--- src/rtl/move_submitter_pkg.sv ---
// Shared board definitions for the move submitter: cell/index types, FSM states
// and board lookup helpers.
package move_submitter_pkg;

  localparam int BOARD_ROWS  = 3;
  localparam int BOARD_COLS  = 3;
  localparam int BOARD_CELLS = 9;

  typedef logic [1:0] STATE_T;
  typedef logic [3:0] INDEX_T;
  typedef logic       FLAG_T;

  localparam STATE_T CELL_BLANK  = 2'b00;
  localparam FLAG_T  TURN_PLAYER = 1'b0;
  localparam INDEX_T LOC_NONE    = 4'hF;

  typedef enum logic [2:0] {
    S_IDLE,
    S_SCAN,
    S_SETUP,
    S_ASSERT,
    S_RELEASE,
    S_CONFIRM
  } fsm_state_e;

  function automatic STATE_T cell_at(input logic [2*BOARD_CELLS-1:0] brd, input INDEX_T idx);
    STATE_T c;
    c = CELL_BLANK;
    for (int i = 0; i < BOARD_CELLS; i++) begin
      if (idx == INDEX_T'(i)) c = brd[2*i +: 2];
    end
    return c;
  endfunction

  // CPU preference: centre first, then the remaining cells in index order.
  function automatic INDEX_T scan_order(input INDEX_T step);
    if (step == '0) return INDEX_T'(BOARD_CELLS / 2);
    else if (step <= INDEX_T'(BOARD_CELLS / 2)) return step - INDEX_T'(1);
    else return step;
  endfunction

endpackage

--- src/rtl/move_submitter_if.sv ---
// Board write bus: the submitter (master) presents loc/val/submit/board_reset,
// the board (slave) returns its cell contents and turn flag.
interface move_submitter_if;
  import move_submitter_pkg::*;

  INDEX_T                   update_loc;
  STATE_T                   update_val;
  logic                     submit;
  logic                     board_reset;
  FLAG_T                    turn;
  logic [2*BOARD_CELLS-1:0] board;

  modport master (
    output update_loc, update_val, submit, board_reset,
    input  turn, board
  );

  modport slave (
    input  update_loc, update_val, submit, board_reset,
    output turn, board
  );
endinterface

--- src/rtl/move_submitter_cursor_nav.sv ---
// Cursor register with wrapping row/column navigation; one direction applied
// per cycle with priority up > down > left > right.
module move_submitter_cursor_nav
  import move_submitter_pkg::*;
(
  input  logic   clk,
  input  logic   reset,
  input  logic   btn_up,
  input  logic   btn_down,
  input  logic   btn_left,
  input  logic   btn_right,
  output INDEX_T cursor
);

  localparam logic [1:0] LAST_ROW = 2'(BOARD_ROWS - 1);
  localparam logic [1:0] LAST_COL = 2'(BOARD_COLS - 1);

  logic [1:0] row_q;
  logic [1:0] col_q;

  always_ff @(posedge clk) begin
    if (reset) begin
      row_q <= 2'd1;
      col_q <= 2'd1;
    end else if (btn_up) begin
      row_q <= (row_q == 2'd0) ? LAST_ROW : row_q - 2'd1;
    end else if (btn_down) begin
      row_q <= (row_q == LAST_ROW) ? 2'd0 : row_q + 2'd1;
    end else if (btn_left) begin
      col_q <= (col_q == 2'd0) ? LAST_COL : col_q - 2'd1;
    end else if (btn_right) begin
      col_q <= (col_q == LAST_COL) ? 2'd0 : col_q + 2'd1;
    end
  end

  assign cursor = INDEX_T'(row_q) * INDEX_T'(BOARD_COLS) + INDEX_T'(col_q);

endmodule

--- src/rtl/move_submitter.sv ---
// Board write initiator: turns player selections and CPU scans into
// setup/assert/release submit handshakes and confirms them via the turn flag.
module move_submitter
  import move_submitter_pkg::*;
#(
  parameter int     SUBMIT_HIGH     = 2,
  parameter int     CONFIRM_TIMEOUT = 8,
  parameter STATE_T PLAYER_VAL      = 2'b01,
  parameter STATE_T CPU_VAL         = 2'b10
) (
  input  logic             clk,
  input  logic             reset,
  move_submitter_if.master bus,
  input  logic             btn_up,
  input  logic             btn_down,
  input  logic             btn_left,
  input  logic             btn_right,
  input  logic             btn_sel,
  input  logic             new_game,
  input  logic             cpu_en,
  output INDEX_T           cursor,
  output logic             busy,
  output logic             done,
  output logic             reject,
  output logic             board_full,
  output logic             timeout_err
);

  localparam int CNT_W = 8;

  fsm_state_e       state_q;
  INDEX_T           loc_q;
  INDEX_T           scan_q;
  STATE_T           val_q;
  logic             submit_q;
  logic             brst_q;
  logic             clear_q;
  FLAG_T            turn_q;
  logic [CNT_W-1:0] cnt_q;
  logic             done_q;
  logic             reject_q;
  logic             full_q;
  logic             tmo_q;

  INDEX_T           probe_d;
  logic             sel_ok_d;

  move_submitter_cursor_nav u_nav (
    .clk       (clk),
    .reset     (reset),
    .btn_up    (btn_up),
    .btn_down  (btn_down),
    .btn_left  (btn_left),
    .btn_right (btn_right),
    .cursor    (cursor)
  );

  assign probe_d  = scan_order(scan_q);
  assign sel_ok_d = (bus.turn == TURN_PLAYER) && (cell_at(bus.board, cursor) == CELL_BLANK);

  always_ff @(posedge clk) begin
    if (reset) begin
      state_q  <= S_IDLE;
      loc_q    <= LOC_NONE;
      val_q    <= CELL_BLANK;
      submit_q <= 1'b0;
      brst_q   <= 1'b0;
      clear_q  <= 1'b0;
      cnt_q    <= '0;
      scan_q   <= '0;
      done_q   <= 1'b0;
      reject_q <= 1'b0;
      full_q   <= 1'b0;
      tmo_q    <= 1'b0;
    end else begin
      done_q   <= 1'b0;
      reject_q <= 1'b0;
      full_q   <= 1'b0;
      tmo_q    <= 1'b0;
      case (state_q)
        S_IDLE: begin
          if (new_game) begin
            state_q <= S_SETUP;
            loc_q   <= LOC_NONE;
            val_q   <= CELL_BLANK;
            brst_q  <= 1'b1;
            clear_q <= 1'b1;
          end else if (btn_sel) begin
            if (!sel_ok_d) begin
              reject_q <= 1'b1;
            end else begin
              state_q <= S_SETUP;
              loc_q   <= cursor;
              val_q   <= PLAYER_VAL;
              brst_q  <= 1'b0;
              clear_q <= 1'b0;
            end
          end else if (cpu_en && bus.turn != TURN_PLAYER) begin
            state_q <= S_SCAN;
            scan_q  <= '0;
          end
        end
        S_SCAN: begin
          if (new_game) begin
            state_q <= S_SETUP;
            loc_q   <= LOC_NONE;
            val_q   <= CELL_BLANK;
            brst_q  <= 1'b1;
            clear_q <= 1'b1;
          end else if (cell_at(bus.board, probe_d) == CELL_BLANK) begin
            state_q <= S_SETUP;
            loc_q   <= probe_d;
            val_q   <= CPU_VAL;
            brst_q  <= 1'b0;
            clear_q <= 1'b0;
          end else if (scan_q == INDEX_T'(BOARD_CELLS - 1)) begin
            full_q  <= 1'b1;
            state_q <= S_IDLE;
          end else begin
            scan_q <= scan_q + INDEX_T'(1);
          end
        end
        S_SETUP: begin
          turn_q   <= bus.turn;
          submit_q <= 1'b1;
          cnt_q    <= '0;
          state_q  <= S_ASSERT;
        end
        S_ASSERT: begin
          // cnt_q restarts at 1 on the release edge so it counts cycles since submit fell.
          if (cnt_q >= CNT_W'(SUBMIT_HIGH - 1)) begin
            submit_q <= 1'b0;
            cnt_q    <= CNT_W'(1);
            state_q  <= S_RELEASE;
          end else begin
            cnt_q <= cnt_q + CNT_W'(1);
          end
        end
        S_RELEASE: begin
          if (clear_q) begin
            brst_q  <= 1'b0;
            clear_q <= 1'b0;
            loc_q   <= LOC_NONE;
            done_q  <= 1'b1;
            state_q <= S_IDLE;
          end else begin
            cnt_q   <= cnt_q + CNT_W'(1);
            state_q <= S_CONFIRM;
          end
        end
        S_CONFIRM: begin
          if (bus.turn != turn_q) begin
            done_q  <= 1'b1;
            state_q <= S_IDLE;
          end else if (cnt_q >= CNT_W'(CONFIRM_TIMEOUT)) begin
            tmo_q   <= 1'b1;
            state_q <= S_IDLE;
          end else begin
            cnt_q <= cnt_q + CNT_W'(1);
          end
        end
        default: state_q <= S_IDLE;
      endcase
    end
  end

  assign bus.update_loc  = loc_q;
  assign bus.update_val  = val_q;
  assign bus.submit      = submit_q;
  assign bus.board_reset = brst_q;
  assign busy            = (state_q != S_IDLE);
  assign done            = done_q;
  assign reject          = reject_q;
  assign board_full      = full_q;
  assign timeout_err     = tmo_q;

endmodule

--- src/flat_wrapper.sv ---
// flat-port wrapper written by rule: the top's interface ports become plain ports
module move_submitter_flat import move_submitter_pkg::*;
#(
  parameter int     SUBMIT_HIGH     = 2,
  parameter int     CONFIRM_TIMEOUT = 8,
  parameter STATE_T PLAYER_VAL      = 2'b01,
  parameter STATE_T CPU_VAL         = 2'b10
)
  (clk, reset, btn_up, btn_down, btn_left, btn_right, btn_sel, new_game, cpu_en, cursor, busy, done, reject, board_full, timeout_err, bus_update_loc, bus_update_val, bus_submit, bus_board_reset, bus_turn, bus_board);
  move_submitter_if bus_i ();
  input  logic clk;
  input  logic reset;
  input  logic btn_up;
  input  logic btn_down;
  input  logic btn_left;
  input  logic btn_right;
  input  logic btn_sel;
  input  logic new_game;
  input  logic cpu_en;
  output INDEX_T cursor;
  output logic busy;
  output logic done;
  output logic reject;
  output logic board_full;
  output logic timeout_err;
  output wire logic [$bits(bus_i.update_loc)-1:0] bus_update_loc;
  output wire logic [$bits(bus_i.update_val)-1:0] bus_update_val;
  output wire logic [$bits(bus_i.submit)-1:0] bus_submit;
  output wire logic [$bits(bus_i.board_reset)-1:0] bus_board_reset;
  input wire logic [$bits(bus_i.turn)-1:0] bus_turn;
  input wire logic [$bits(bus_i.board)-1:0] bus_board;
  assign bus_update_loc = bus_i.update_loc;
  assign bus_update_val = bus_i.update_val;
  assign bus_submit = bus_i.submit;
  assign bus_board_reset = bus_i.board_reset;
  assign bus_i.turn = bus_turn;
  assign bus_i.board = bus_board;
  move_submitter #(.SUBMIT_HIGH(SUBMIT_HIGH), .CONFIRM_TIMEOUT(CONFIRM_TIMEOUT), .PLAYER_VAL(PLAYER_VAL), .CPU_VAL(CPU_VAL)) u_core (.clk(clk), .reset(reset), .bus(bus_i), .btn_up(btn_up), .btn_down(btn_down), .btn_left(btn_left), .btn_right(btn_right), .btn_sel(btn_sel), .new_game(new_game), .cpu_en(cpu_en), .cursor(cursor), .busy(busy), .done(done), .reject(reject), .board_full(board_full), .timeout_err(timeout_err));
endmodule
--- config.mk ---
export PLATFORM = sky130hd
export DESIGN_NAME = move_submitter_flat
export DESIGN_NICKNAME = d
export VERILOG_FILES = /design/src/rtl/move_submitter_pkg.sv /design/src/rtl/move_submitter_if.sv /design/src/rtl/move_submitter_cursor_nav.sv /design/src/rtl/move_submitter.sv /design/src/flat_wrapper.sv
export SDC_FILE = /design/constraint.sdc
export NUM_CORES = 1
export LEC_CHECK = 0
export ABC_CLOCK_PERIOD_IN_PS = 3900
export BUFFER_PORTS_ARGS = -buffer_cell sky130_fd_sc_hd__buf_2
export CELL_PAD_IN_SITES_DETAIL_PLACEMENT = 1
export CELL_PAD_IN_SITES_GLOBAL_PLACEMENT = 1
export CORE_MARGIN = 3
export CORE_UTILIZATION = 30
export DETAILED_ROUTE_END_ITERATION = 12
export PLACE_DENSITY_LB_ADDON = 0.1
export REMOVE_ABC_BUFFERS = 1
export SYNTH_ARGS = -nofsm -noshare
export SYNTH_HDL_FRONTEND = slang
export SYNTH_SLANG_ARGS = --single-unit
--- constraint.sdc ---
create_clock -name clk -period 3.9 [get_ports clk]
set_input_delay 0.195 -clock clk [delete_from_list [all_inputs] [get_ports clk]]
set_output_delay 0.195 -clock clk [all_outputs]
set_load 0.01 [all_outputs]
[Yosys cells after proc, flatten, opt, wreduce, memory -nomap -nowiden]
Index checks and enable logic that the tools add are counted.
Word-level totals
  bits in registers: 33
  bits in latches: 0
  RAM bits: 0
  bits in read-only memories: 0
  input port bits: 28
  output and inout port bits: 17
  word-level logic and storage cells: 191
  memories: 0
Operators by class
  $add $sub $neg: 8
  multiply operators: 1
  div/mod/pow operators: 0
  magnitude comparators: 3
  eq/ne operators: 43
  shift operators: 0
  muxes and demuxes: 84
  bitwise operators: 8
  reductions and logical operators: 29
Operators with widths (count)
  $mux W2: 34
  $mux W4: 14
  $mux W3: 11
  $eq A4 B3 Y1 const B: 8
  $mux W8: 4
  $pmux W8 S4: 1
  $pmux W3 S6: 1
  $eq A4 B2 Y1 const B: 4
  $ne A2 B2 Y1 const B: 8
  $eq A4 B4 Y1 const B: 3
  $logic_not A4 Y1: 3
  $mux W1: 12
  $pmux W4 S3: 1
  $reduce_and A4 Y1: 3
  $reduce_and A5 Y1: 2
  $add A8 B1 Y8 const B: 1
  $eq A4 B1 Y1 const B: 2
  $ge A8 B1 Y1 const B: 1
  $ge A8 B4 Y1 const B: 1
  $logic_not A2 Y1: 4
  $ne A4 B3 Y1 const B: 2
  $not A1 Y1: 8
  $pmux W4 S2: 1
  $reduce_bool A2 Y1: 4
  other kinds (29): 43

[Longest topological paths before layout]
Gate-level depths: netlist of the first run.
  depth after elaboration: 20
  depth in mapped cells: 13
  gate-level depth less buffers: 12

[By module]
A second synthesis of the first run with hierarchy kept.
Unflattened totals
  cells, all modules: 305
  area total of the unflattened synthesis: 2453.6 um2
By module, submodules not included
  move_submitter: times used 1, cells an instance 270, area each 2094.5 um2, sequential area each 590.6 um2
  move_submitter_cursor_nav: times used 1, cells an instance 35, area each 359.1 um2, sequential area each 80.1 um2

[Worst setup path after synthesis of the first run]
Ideal clock, no wire load.
  path type: register to register
  from: register u_core.u_nav.row_q[1]
  to: register u_core.state_q[2]
  arrival time: 3.174 ns
  setup slack: 0.631 ns
  stages on the path, launching flop included: 13
  buffers on the path: 1
  cell sequence: dfxtp_1 -> inv_1 -> fa_1 -> inv_1 -> ha_1 -> clkbuf_1 -> mux4_2 -> a221oi_1 -> a311oi_1 -> or4b_1 -> nand3b_1 -> a21oi_1 -> a221oi_1
On the way
  longest elaborated chain between the ends: 16
Ends and longest elaborated chain
  from (decl): line move_submitter_cursor_nav.sv:18  | logic [1:0] row_q;
  from (signal assigned): line move_submitter_cursor_nav.sv:26  | row_q <= (row_q == 2'd0) ? LAST_ROW : row_q - 2'd1;
  from (signal assigned): line move_submitter_cursor_nav.sv:28  | row_q <= (row_q == LAST_ROW) ? 2'd0 : row_q + 2'd1;
  $mul A2 B2 Y4 *: line move_submitter_cursor_nav.sv:36  | assign cursor = INDEX_T'(row_q) * INDEX_T'(BOARD_COLS) + INDEX_T'(col_q);
  $add A4 B2 Y4 *: line move_submitter_cursor_nav.sv:36
  via cursor[1]: line flat_wrapper.sv:20  | output INDEX_T cursor;
  $logic_not A4 Y1: line move_submitter_pkg.sv:30  | if (idx == INDEX_T'(i)) c = brd[2*i +: 2];
  $mux W2 (8 in series): line move_submitter_pkg.sv:30
  $mux W2 *: line move_submitter_pkg.sv:30
  $logic_not A2 Y1 *: line move_submitter.sv:59  | assign sel_ok_d = (bus.turn == TURN_PLAYER) && (cell_at(bus.board, cursor) == CELL_BLANK);
  $logic_and A1 B1 Y1 *: line move_submitter.sv:59
  $ne A4 B3 Y1 (no source line) *
  $reduce_and A5 Y1 (no source line) *
  to (signal assigned): line move_submitter.sv:63  | state_q <= S_IDLE;
  to (signal assigned): line move_submitter.sv:83  | state_q <= S_SETUP;
  to (signal assigned): line move_submitter.sv:92  | state_q <= S_SETUP;
  to (decl): line move_submitter.sv:31  | fsm_state_e state_q;
The timed path passes the listed nets; every way through them passes the cells marked *.
A chain may end at the register's enable or synchronous reset.

[Final worst setup path of the first run]
  from: register u_core.u_nav.row_q[1]
  to: register u_core.loc_q[2], in the netlist u_core.bus.update_loc[2]
On the way
  longest elaborated chain between the ends: 16
Ends and longest elaborated chain
  $mul A2 B2 Y4 *: line move_submitter_cursor_nav.sv:36
  $add A4 B2 Y4 *: line move_submitter_cursor_nav.sv:36
  $logic_not A4 Y1: line move_submitter_pkg.sv:30
  $mux W2 (9 in series): line move_submitter_pkg.sv:30
  $logic_not A2 Y1: line move_submitter.sv:59
  $logic_and A1 B1 Y1: line move_submitter.sv:59
  $ne A3 B2 Y1 (no source line)
  $reduce_and A5 Y1 (no source line)
  to (signal assigned): line move_submitter.sv:93  | loc_q <= cursor;
  to (signal assigned): line move_submitter.sv:112  | loc_q <= probe_d;
  to (decl): line move_submitter.sv:32  | INDEX_T loc_q;
Every way passes the cells marked *; elsewhere a longest branch is shown, timed or not. The select of a mux whose other input is x is not followed.

==> flow_summary.yaml, run 1 <==
cts:
  cts_sinks: 33
  postCtsHoldBufs: 0
  cts_tree: "done"
  h-tree-depth: 2
  cts.path.max_buffers: 2
  root_buffer: "clkbuf_8"
  post-cts-setup-buffers: 0
  cts_resized: 0
  path_clk_slew_ns: 0.08
  numCtsBuffers: 5
  clk_latency_ns: 0.29
die:
  die_w_um: 95.00
  core_um2: 7447
  row_count: 31
  dieArea_um2: 9024
  pin_count: 45
  die_y_um: 95.00
  start_util_pct: 31.91
sta:
  fin_crit_sh_pct: 90.41
  whs_ns: 0.1479
  skew_ns: 0.01242
  rsz0062_at_grt: "false"
  worst_slew_pin_slew_ns: 0.8261
  relSlewSlack_pct: 43.50
  hold_viol: 0
  final_max_slew_viol_count: 0
  max_freq_ghz: 0.2836
  period_needed_ns: 3.526
  setup_tns_ns: 0
  setup_viol: 0
yosys:
  ys_types: 65
  ys.flop_type: "dfxtp_1"
  mappedNetlistArea_um2: 2376
  synth_top_cells_by_area: "dfxtp_1 27%, ha_1 9.0%, nor2_1 6.8%"
  avgSynthCellArea_um2: 7.973
  yosys.area.top_type_share_pct: 26.96
  yosysSeqAreaShare_pct: 28.23
  ys_ff_latch: 33
  synth-async-reset-ratio_pct: 0
  synth-edff-count: 1
  yosysTopAreaCell: "dfxtp_1"
  syn_inst: 298
  yosys_warnings: 0
cells_and_area:
  drive_gt1_share_pct: 18.34
  final_nets: 384
  final_cells: 437
  syn_to_final_growth_pct: 16.54
  antenna_cells: 0
placement:
  place_inst: 429
  io_buffers: 44
  place.gp.congestion: 0.7876
  place_hpwl_mm: 5.459
power_and_ir_drop:
  pwr-share-clk_pct: 22.1
  leakagePower_uw: 0.001176
  pwr-share-seq_pct: 34.6
  power_uw: 1283
  p_sw_uw: 536.3
  swShare_pct: 41.81
  peakVddDrop_mv: 0.1737
  power.density_nw_per_um2: 463.3
  combPwrFrac_pct: 43.3
  intPower_uw: 746.5
run:
  drv_cap: 0
worst_setup_path:
  crit_path_end_kind: "flop"
  cp.arrival_ns: 3.75
  cp_max_fo: 7
  start_kind: "flop"
  crit_type: "flop to flop"
  critical_path_required_ns: 4.13
detailed_routing:
  drc_errors: 0
  wirelength_mm: 7.056
  num_vias: 2329
  drt_iter0_markers: 102
  dr.pass1.iters: 4
  vias_per_cell: 5.330
  ant_nets: 0
  detail_route.wl_per_cell_um: 16.15
hold_path:
  hold_class: "input pin to flop"
global_routing:
  grt_pass1_wl_mm: 11.90
  gr-total-overflow: 0
  grt_util_all_layers_pct: 16.77
  grt_pass1_vias: 2389
  antenna_found_initial: 0
  grt_start_max_net_pins: 21
status:
  outcome: "complete, no violations"
## power by group through the flow
stage,combinational (µW),clock [µW],sequential (µW)
finish,556,283,444
global route,628,313,455
CTS,559,295,445
detailed placement,555,0,452
global placement,550,0,453
floorplan,370,0,445
## registers in the layout (all words and copies together) (netlist names), 2 cells and up
name / cells
u_core.bus.update_val: 2
u_core.u_nav.col_q: 2
u_core.cnt_q: 8
u_core.bus.update_loc: 4
u_core.state_q: 3
u_core.scan_q: 4
u_core.u_nav.row_q: 2
## cell type report
type | count | area, µm²
sequential | 33 | 670.6
clock inverter | 2 | 13.76
multi-input combinational | 233 | 1575
tap | 99 | 123.9
clock buffer | 6 | 82.58
inverter | 18 | 67.56
timing repair buffer | 46 | 235.2
fill | 951 | 4678
## cell usage after synthesis (3+ instances only)
cell type	number
nor4b_1	3
nand3_1	5
a311oi_1	3
a211oi_1	4
dfxtp_1	32
nor2_1	43
or3_1	4
nand3b_1	3
o21ai_1	6
mux2i_1	8
a211o_1	3
and3_1	5
a31oi_1	5
ha_1	17
o31a_1	3
o211ai_1	3
xor2_1	5
o22ai_1	3
a21oi_1	14
inv_1	17
nand4_1	3
nand2_1	21
clkbuf_1	11
nor3_1	11
o21ai_0	13
## cells by family (layout without fill, tap and decap cells)
logic type	Yosys count	in the layout	share of synthesized area, %
simple gates	114	114	23.54
flops	33	33	28.23
mux	9	9	4.318
fa+ha+maj	19	19	10.64
xor+xnor	6	6	2.212
buf+inv	32	72	5.476
compound gates	85	85	25.59
## cell usage in the layout, fill, tap and decap left out, drive strengths merged, types with 3 or more instances in the layout
cell / Yosys / layout
clkbuf: 11 / 6
o21ai: 21 / 21
nor3: 11 / 11
clkinv: 1 / 3
a211oi: 4 / 4
and3: 5 / 5
a21oi: 14 / 14
xor2: 5 / 5
nand3b: 3 / 3
nand3: 5 / 5
inv: 17 / 17
buf: 3 / 46
o211ai: 3 / 3
a211o: 3 / 3
nor4b: 3 / 3
o22ai: 3 / 3
dfxtp: 32 / 32
or3: 5 / 5
a21boi: 3 / 3
mux2i: 8 / 8
a31oi: 5 / 5
nand2: 21 / 21
a311oi: 5 / 5
ha: 17 / 17
and2: 3 / 3
nand4: 3 / 3
nor2: 44 / 44
o31a: 3 / 3
## worst max-delay path, stage by stage (launching register included)
cell and delay, ns:
dfxtp_1 0.40, inv_1 0.13, fa_1 0.53, inv_1 0.05, ha_1 0.20, fa_1 0.62, o31a_1 0.18, a221oi_1 0.07
a311oi_1 0.32, a211o_1 0.25, nand3_1 0.18, nor2_1 0.31, mux2i_1 0.23
## final timing paths
| kind | cells past startpoint | endpoint | slack [ns] | from |
|---|---|---|---|---|
| min reg2reg | 2 | u_core.cnt_q[7] | 0.49 | u_core.cnt_q[7] |
| min | 2 | u_core.u_nav.row_q[1] | 0.15 | btn_up |
| max reg2reg | 12 | u_core.bus.update_loc[2] | 0.37 | u_core.u_nav.row_q[1] |
| max | 12 | u_core.bus.update_loc[2] | 0.37 | u_core.u_nav.row_q[1] |
## metrics by stage
stage | util, % | worst slack (ns) | instance area (µm²)
after global routing | 37.18 | 0.1042 | 2769
after global placement | 35.89 | 0.5289 | 2673
after floorplan | - | 0.6791 | 2313
after CTS | 37.18 | 0.3789 | 2769
final | 37.18 | 0.3741 | 2769
after detailed placement | 35.89 | 0.4030 | 2673
## layer usage
layer,track usage [%],vias to the layer above,routed length (µm)
li1,-,1166,-
met3,2.709,5,117
met2,27.13,19,3334
met1,23.43,1139,3556
met5,0,-,0
met4,3.606,0,47
No activity file was read; power rests on OpenSTA's default activity.
==> run 2, diff against run 1 <==
PLACE_DENSITY = 0.73   (was default)
PLACE_DENSITY_LB_ADDON = default   (was 0.1)
==> flow_summary.yaml, run 2 (synthesis gave the netlist of run 1 again) <==
status:
  outcome: "complete, no violations"
detailed_routing:
  wirelength_mm: 6.918
  ant_nets: 0
  drt_iter0_markers: 142
  dr.pass1.iters: 4
  vias_per_cell: 5.396
  num_vias: 2358
  drc_errors: 0
  detail_route.wl_per_cell_um: 15.83
worst_setup_path:
  cp.arrival_ns: 3.63
  cp_max_fo: 7
  r2r_start: "u_core.u_nav.row_q[0]"
  rr_worst_depth: 12
  critical_path_required_ns: 4.09
  crit_type: "flop to flop"
  start_kind: "flop"
  cp-startpoint: "u_core.u_nav.row_q[0]"
  r2r_end: "u_core.state_q[2]"
  rrSetupSlack_ns: 0.46
  crit_path_end_kind: "flop"
cells_and_area:
  final_cells: 437
  drive_gt1_share_pct: 17.75
  layout_commonest_cell: "buf_2"
  num-fill-cells: 933
  syn_to_final_growth_pct: 16.01
  final_nets: 384
  final_cell_mix: "44 x buf_2, 43 x nor2_1, 32 x dfxtp_1, 21 x nand2_1"
  regMostFlops: "u_core.cnt_q"
  seq_area_um2: 670.6
  antenna_cells: 0
  multi_input_area_um2: 1575
  largest_reg_flops: 8
die:
  row_count: 31
  die_w_um: 95.00
  die_y_um: 95.00
  dieArea_um2: 9024
  core_um2: 7447
  pin_count: 45
  start_util_pct: 31.91
cts:
  clk_latency_ns: 0.29
  cts_resized: 0
  cts_tree: "done"
  cts_sinks: 33
  h-tree-depth: 2
  post-cts-setup-buffers: 0
  postCtsHoldBufs: 0
  numCtsBuffers: 5
  cts.path.max_buffers: 2
  path_clk_slew_ns: 0.07
  root_buffer: "clkbuf_8"
sta:
  rsz0062_at_grt: "false"
  fin_crit_sh_pct: 88.17
  hold_viol: 0
  setup_tns_ns: 0
  skew_ns: 0.006560
  max_freq_ghz: 0.2908
  whs_ns: 0.1595
  period_needed_ns: 3.439
  final_max_slew_viol_count: 0
  setup_viol: 0
  worst_slew_pin_slew_ns: 0.8131
  relSlewSlack_pct: 44.39
placement:
  io_buffers: 44
  place_hpwl_mm: 5.284
  place.gp.congestion: 0.8132
  place_inst: 429
power_and_ir_drop:
  leakagePower_uw: 0.001164
  power.density_nw_per_um2: 454.6
  power_uw: 1253
  peakVddDrop_mv: 0.2460
global_routing:
  antenna_found_initial: 0
  gr-total-overflow: 0
  grt_util_all_layers_pct: 15.87
  grt_pass1_wl_mm: 11.46
  grt_pass1_vias: 2299
  grt_start_max_net_pins: 21
hold_path:
  min_from: "btn_up"
  hold_class: "input pin to flop"
  holdPathStages: 2
  holdPathEnd: "u_core.u_nav.row_q[1]"
run:
  drv_cap: 0
run 2: changes by cell type in the layout (fill, tap and decap cells not counted), sizes merged:
| cell | previous run | this run |
|---|---|---|
| clkinvlp | 0 | 1 |
| clkinv | 3 | 1 |
| clkbuf | 6 | 7 |
run 2: how the worst max path moves through the flow:
| stage | end | slack [ns] |
|---|---|---|
| after global placement | u_core.bus.update_loc[2] | 0.58 |
| after detailed placement | u_core.state_q[2] | 0.44 |
| after CTS | u_core.state_q[2] | 0.45 |
| after global routing | u_core.bus.update_loc[2] | 0.21 |
| final | u_core.state_q[2] | 0.46 |
| after floorplan | u_core.state_q[2] | 0.68 |
run 2: metrics by stage:
step,cell area (µm²),util [%],setup WS [ns]
floorplan,2313,-,0.6791
finish,2756,37.01,0.4614
CTS,2756,37.01,0.4468
detailed placement,2673,35.89,0.4438
global route,2756,37.01,0.2135
global placement,2673,35.89,0.5780
run 2: final cells by class:
class | count | share of cell area [%]
clock buffers | 7 | 2.769
repair buffers | 46 | 8.534
flip-flops and latches | 33 | 24.33
clock inverters | 1 | 0.2724
inverters | 18 | 2.451
well taps | 99 | 4.494
multi-input cells | 233 | 57.15
run 2: worst max-delay path, cell delays in order, from the launching register on:
cell      delay, ns
dfxtp_1        0.37
inv_1          0.11
fa_1           0.54
inv_1          0.04
ha_1           0.20
fa_1           0.61
inv_1          0.06
a221oi_1       0.28
a311oi_1       0.11
or4b_1         0.56
nand3b_1       0.13
a21oi_1        0.07
a221oi_1       0.26
run 2: power by group:
group / switching, µW / total (µW) / internal, µW
sequential: 58.2 / 442 / 384
combinational: 333 / 552 / 219
clock: 132 / 259 / 126
run 2: layer usage:
metal	track usage, %	share of wire, %	vias up
li1	-	-	1166
met1	22.15	48	1153
met2	26.19	49	34
met3	2.231	2.8	5
met4	2.885	0.88	0
met5	0	0	-
==> run 3, diff against run 2 <==
ABC_AREA = 1   (was default)
PLACE_DENSITY = 0.75   (was 0.73)
==> flow_summary.yaml, run 3 <==
status:
  outcome: "complete, no violations"
worst_setup_path:
  crit_type: "flop to flop"
  cpMaxStageDelayCell: "fa_1"
  cp_max_fo: 7
  critical_path_required_ns: 4.05
  cp.arrival_ns: 3.50
  start_kind: "flop"
  cp_common_cell: "nand2_1"
  slowest_delay_ns: 0.54
  rr_worst_depth: 17
  crit_chain: "inv_1, fa_1, inv_1, ha_1, fa_1, nand2_1, nor3_1, or2_2, inv_1, nand2_1, nand2_1, nand2_1, a21oi_1, buf_4, nand4_1, nand2_1, nand3_1"
  crit_path_end_kind: "flop"
sta:
  relSlewSlack_pct: 38.14
  max_freq_ghz: 0.2983
  setup_tns_ns: 0
  period_needed_ns: 3.353
  skew_ns: 0.01272
  hold_viol: 0
  fin_crit_sh_pct: 85.97
  setup_slack_ns: 0.5474
  worst_slew_pin_slew_ns: 0.9200
  setup_viol: 0
  final_max_slew_viol_count: 0
  rsz0062_at_grt: "false"
die:
  pin_count: 45
  dieArea_um2: 8997
  die_y_um: 94.86
  die_w_um: 94.86
  row_count: 31
  core_um2: 7447
  start_util_pct: 31.80
cells_and_area:
  largest_reg_flops: 8
  drive_gt1_share_pct: 20.45
  fin_util_pct: 37.85
  final_cell_mix: "59 x nand2_1, 54 x inv_1, 48 x nor2_1, 44 x buf_2, 32 x dfxtp_1"
  regMostFlops: "u_core.cnt_q"
  layout_commonest_cell: "nand2_1"
  syn_to_final_growth_pct: 19.02
  final_nets: 447
  antenna_cells: 0
  num-fill-cells: 998
yosys:
  avgSynthCellArea_um2: 6.767
  synth-async-reset-ratio_pct: 0
  synth_top_cells_by_area: "dfxtp_1 27%, nand2_1 9.4%, ha_1 9.0%"
  yosysSeqAreaShare_pct: 28.31
  syn_inst: 350
  yosysMostFrequentCell: "nand2_1"
  mappedNetlistArea_um2: 2369
  yosys.area.top_type_share_pct: 27.05
  yosysTopAreaCell: "dfxtp_1"
  ys_types: 44
  yosys_warnings: 0
  ys.flop_type: "dfxtp_1"
  synth-edff-count: 1
  ys_ff_latch: 33
  synth_commonest_cells: "59 x nand2_1, 54 x inv_1, 48 x nor2_1"
cts:
  root_buffer: "clkbuf_8"
  clk_latency_ns: 0.29
  numCtsBuffers: 5
  cts_resized: 0
  path_clk_slew_ns: 0.08
  cts_sinks: 33
  h-tree-depth: 2
  cts.path.max_buffers: 2
  postCtsHoldBufs: 0
  cts_tree: "done"
  post-cts-setup-buffers: 0
global_routing:
  antenna_found_initial: 0
  grt_pass1_vias: 2505
  grt_start_max_net_pins: 17
  grt_util_all_layers_pct: 15.99
  gr-total-overflow: 0
  grt_pass1_wl_mm: 11.52
power_and_ir_drop:
  leakagePower_uw: 0.001368
  combPwrFrac_pct: 57.7
  p_sw_uw: 883.2
  pwr-share-clk_pct: 17.3
  swShare_pct: 47.56
  peakVddDrop_mv: 0.2053
  intPower_uw: 974.0
  power.density_nw_per_um2: 658.9
  pwr-share-seq_pct: 25.0
placement:
  place.gp.congestion: 0.8064
  dp_slack_ns: 0.5255
  place_hpwl_mm: 5.547
  io_buffers: 44
hold_path:
  holdPathStages: 1
  hold_class: "input pin to flop"
detailed_routing:
  dr.pass1.iters: 4
  num_vias: 2419
  vias_per_cell: 4.838
  drt_iter0_markers: 64
  wirelength_mm: 6.655
  detail_route.wl_per_cell_um: 13.31
  drc_errors: 0
  ant_nets: 0
run:
  drv_cap: 0
==> run 3: cell types whose count changed after synthesis, sizes merged, moves of 6 or more <==
| cell | change |
|---|---|
| nand3 | +23 |
| mux2i | -8 |
| nand2 | +46 |
| inv | +45 |
| a21oi | +6 |
| nor3 | +6 |
| o21ai | -6 |
| clkbuf | -10 |
==> run 3: kinds of logic after synthesis <==
| kind of cell | count (synthesis) | share of synthesized area (%) |
|---|---|---|
| compound gates | 53 | 14.32 |
| xor+xnor | 2 | 0.7397 |
| fa+ha+maj | 19 | 10.67 |
| buf+inv | 64 | 10.19 |
| flops | 33 | 28.31 |
| simple gates | 179 | 35.76 |
==> run 3: critical path: cells and delay by family, from the launching register on <==
family / cells / cell delay (ns)
adders and majority gates: 3 / 1.24
and+or+nand+nor: 9 / 1.07
DFF: 1 / 0.40
buffers and inverters: 4 / 0.37
AOI/OAI and AO/OA: 1 / 0.14
==> run 3: per-stage QoR <==
step / std cells / total power (µW) / hold WS (ns) / instance area, µm²
final: 500 / 1857 / 0.1373 / 2819
after global routing: 500 / 2061 / 0.1339 / 2819
after CTS: 500 / 1881 / 0.1293 / 2819
after detailed placement: 492 / 1552 / 0.4358 / 2711
after global placement: 492 / 1509 / 0.4391 / 2711
after floorplan: 348 / 1241 / 0.2641 / 2360
==> run 3: cell type report <==
cell class	count	area (µm²)	area share (%)
Tap cell	99	123.9	4.394
Multi-Input combinational cell	253	1456	51.66
Sequential cell	33	670.6	23.79
Clock inverter	2	35.03	1.243
Timing Repair Buffer	45	227.7	8.078
Inverter	62	232.7	8.256
Clock buffer	6	72.57	2.574
==> run 3: path summary, 6_finish.rpt <==
kind                                from                       end  slack (ns)
hold reg to reg   u_core.bus.board_reset    u_core.bus.board_reset        0.47
setup / recovery   u_core.u_nav.row_q[1]  u_core.bus.update_loc[1]        0.55
hold / removal                  bus_turn             u_core.turn_q        0.14
setup reg to reg   u_core.u_nav.row_q[1]  u_core.bus.update_loc[1]        0.55
==> run 3: layer usage <==
layer | part of all wire, % | GRT usage (%) | up-vias | wire (µm)
li1 | - | - | 1244 | -
met1 | 46 | 19.70 | 1143 | 3046
met2 | 50 | 28.01 | 26 | 3331
met3 | 3.0 | 3.267 | 6 | 200
met4 | 1.2 | 4.567 | 0 | 77
met5 | 0 | 0 | - | 0
==> run 3: power by group through the flow <==
stage	combinational (µW)	clock [µW]	sequential, µW
after floorplan	768	0	472
final	1070	321	465
after global placement	1040	0	470
after CTS	1080	331	465
after detailed placement	1080	0	472
after global routing	1240	346	475
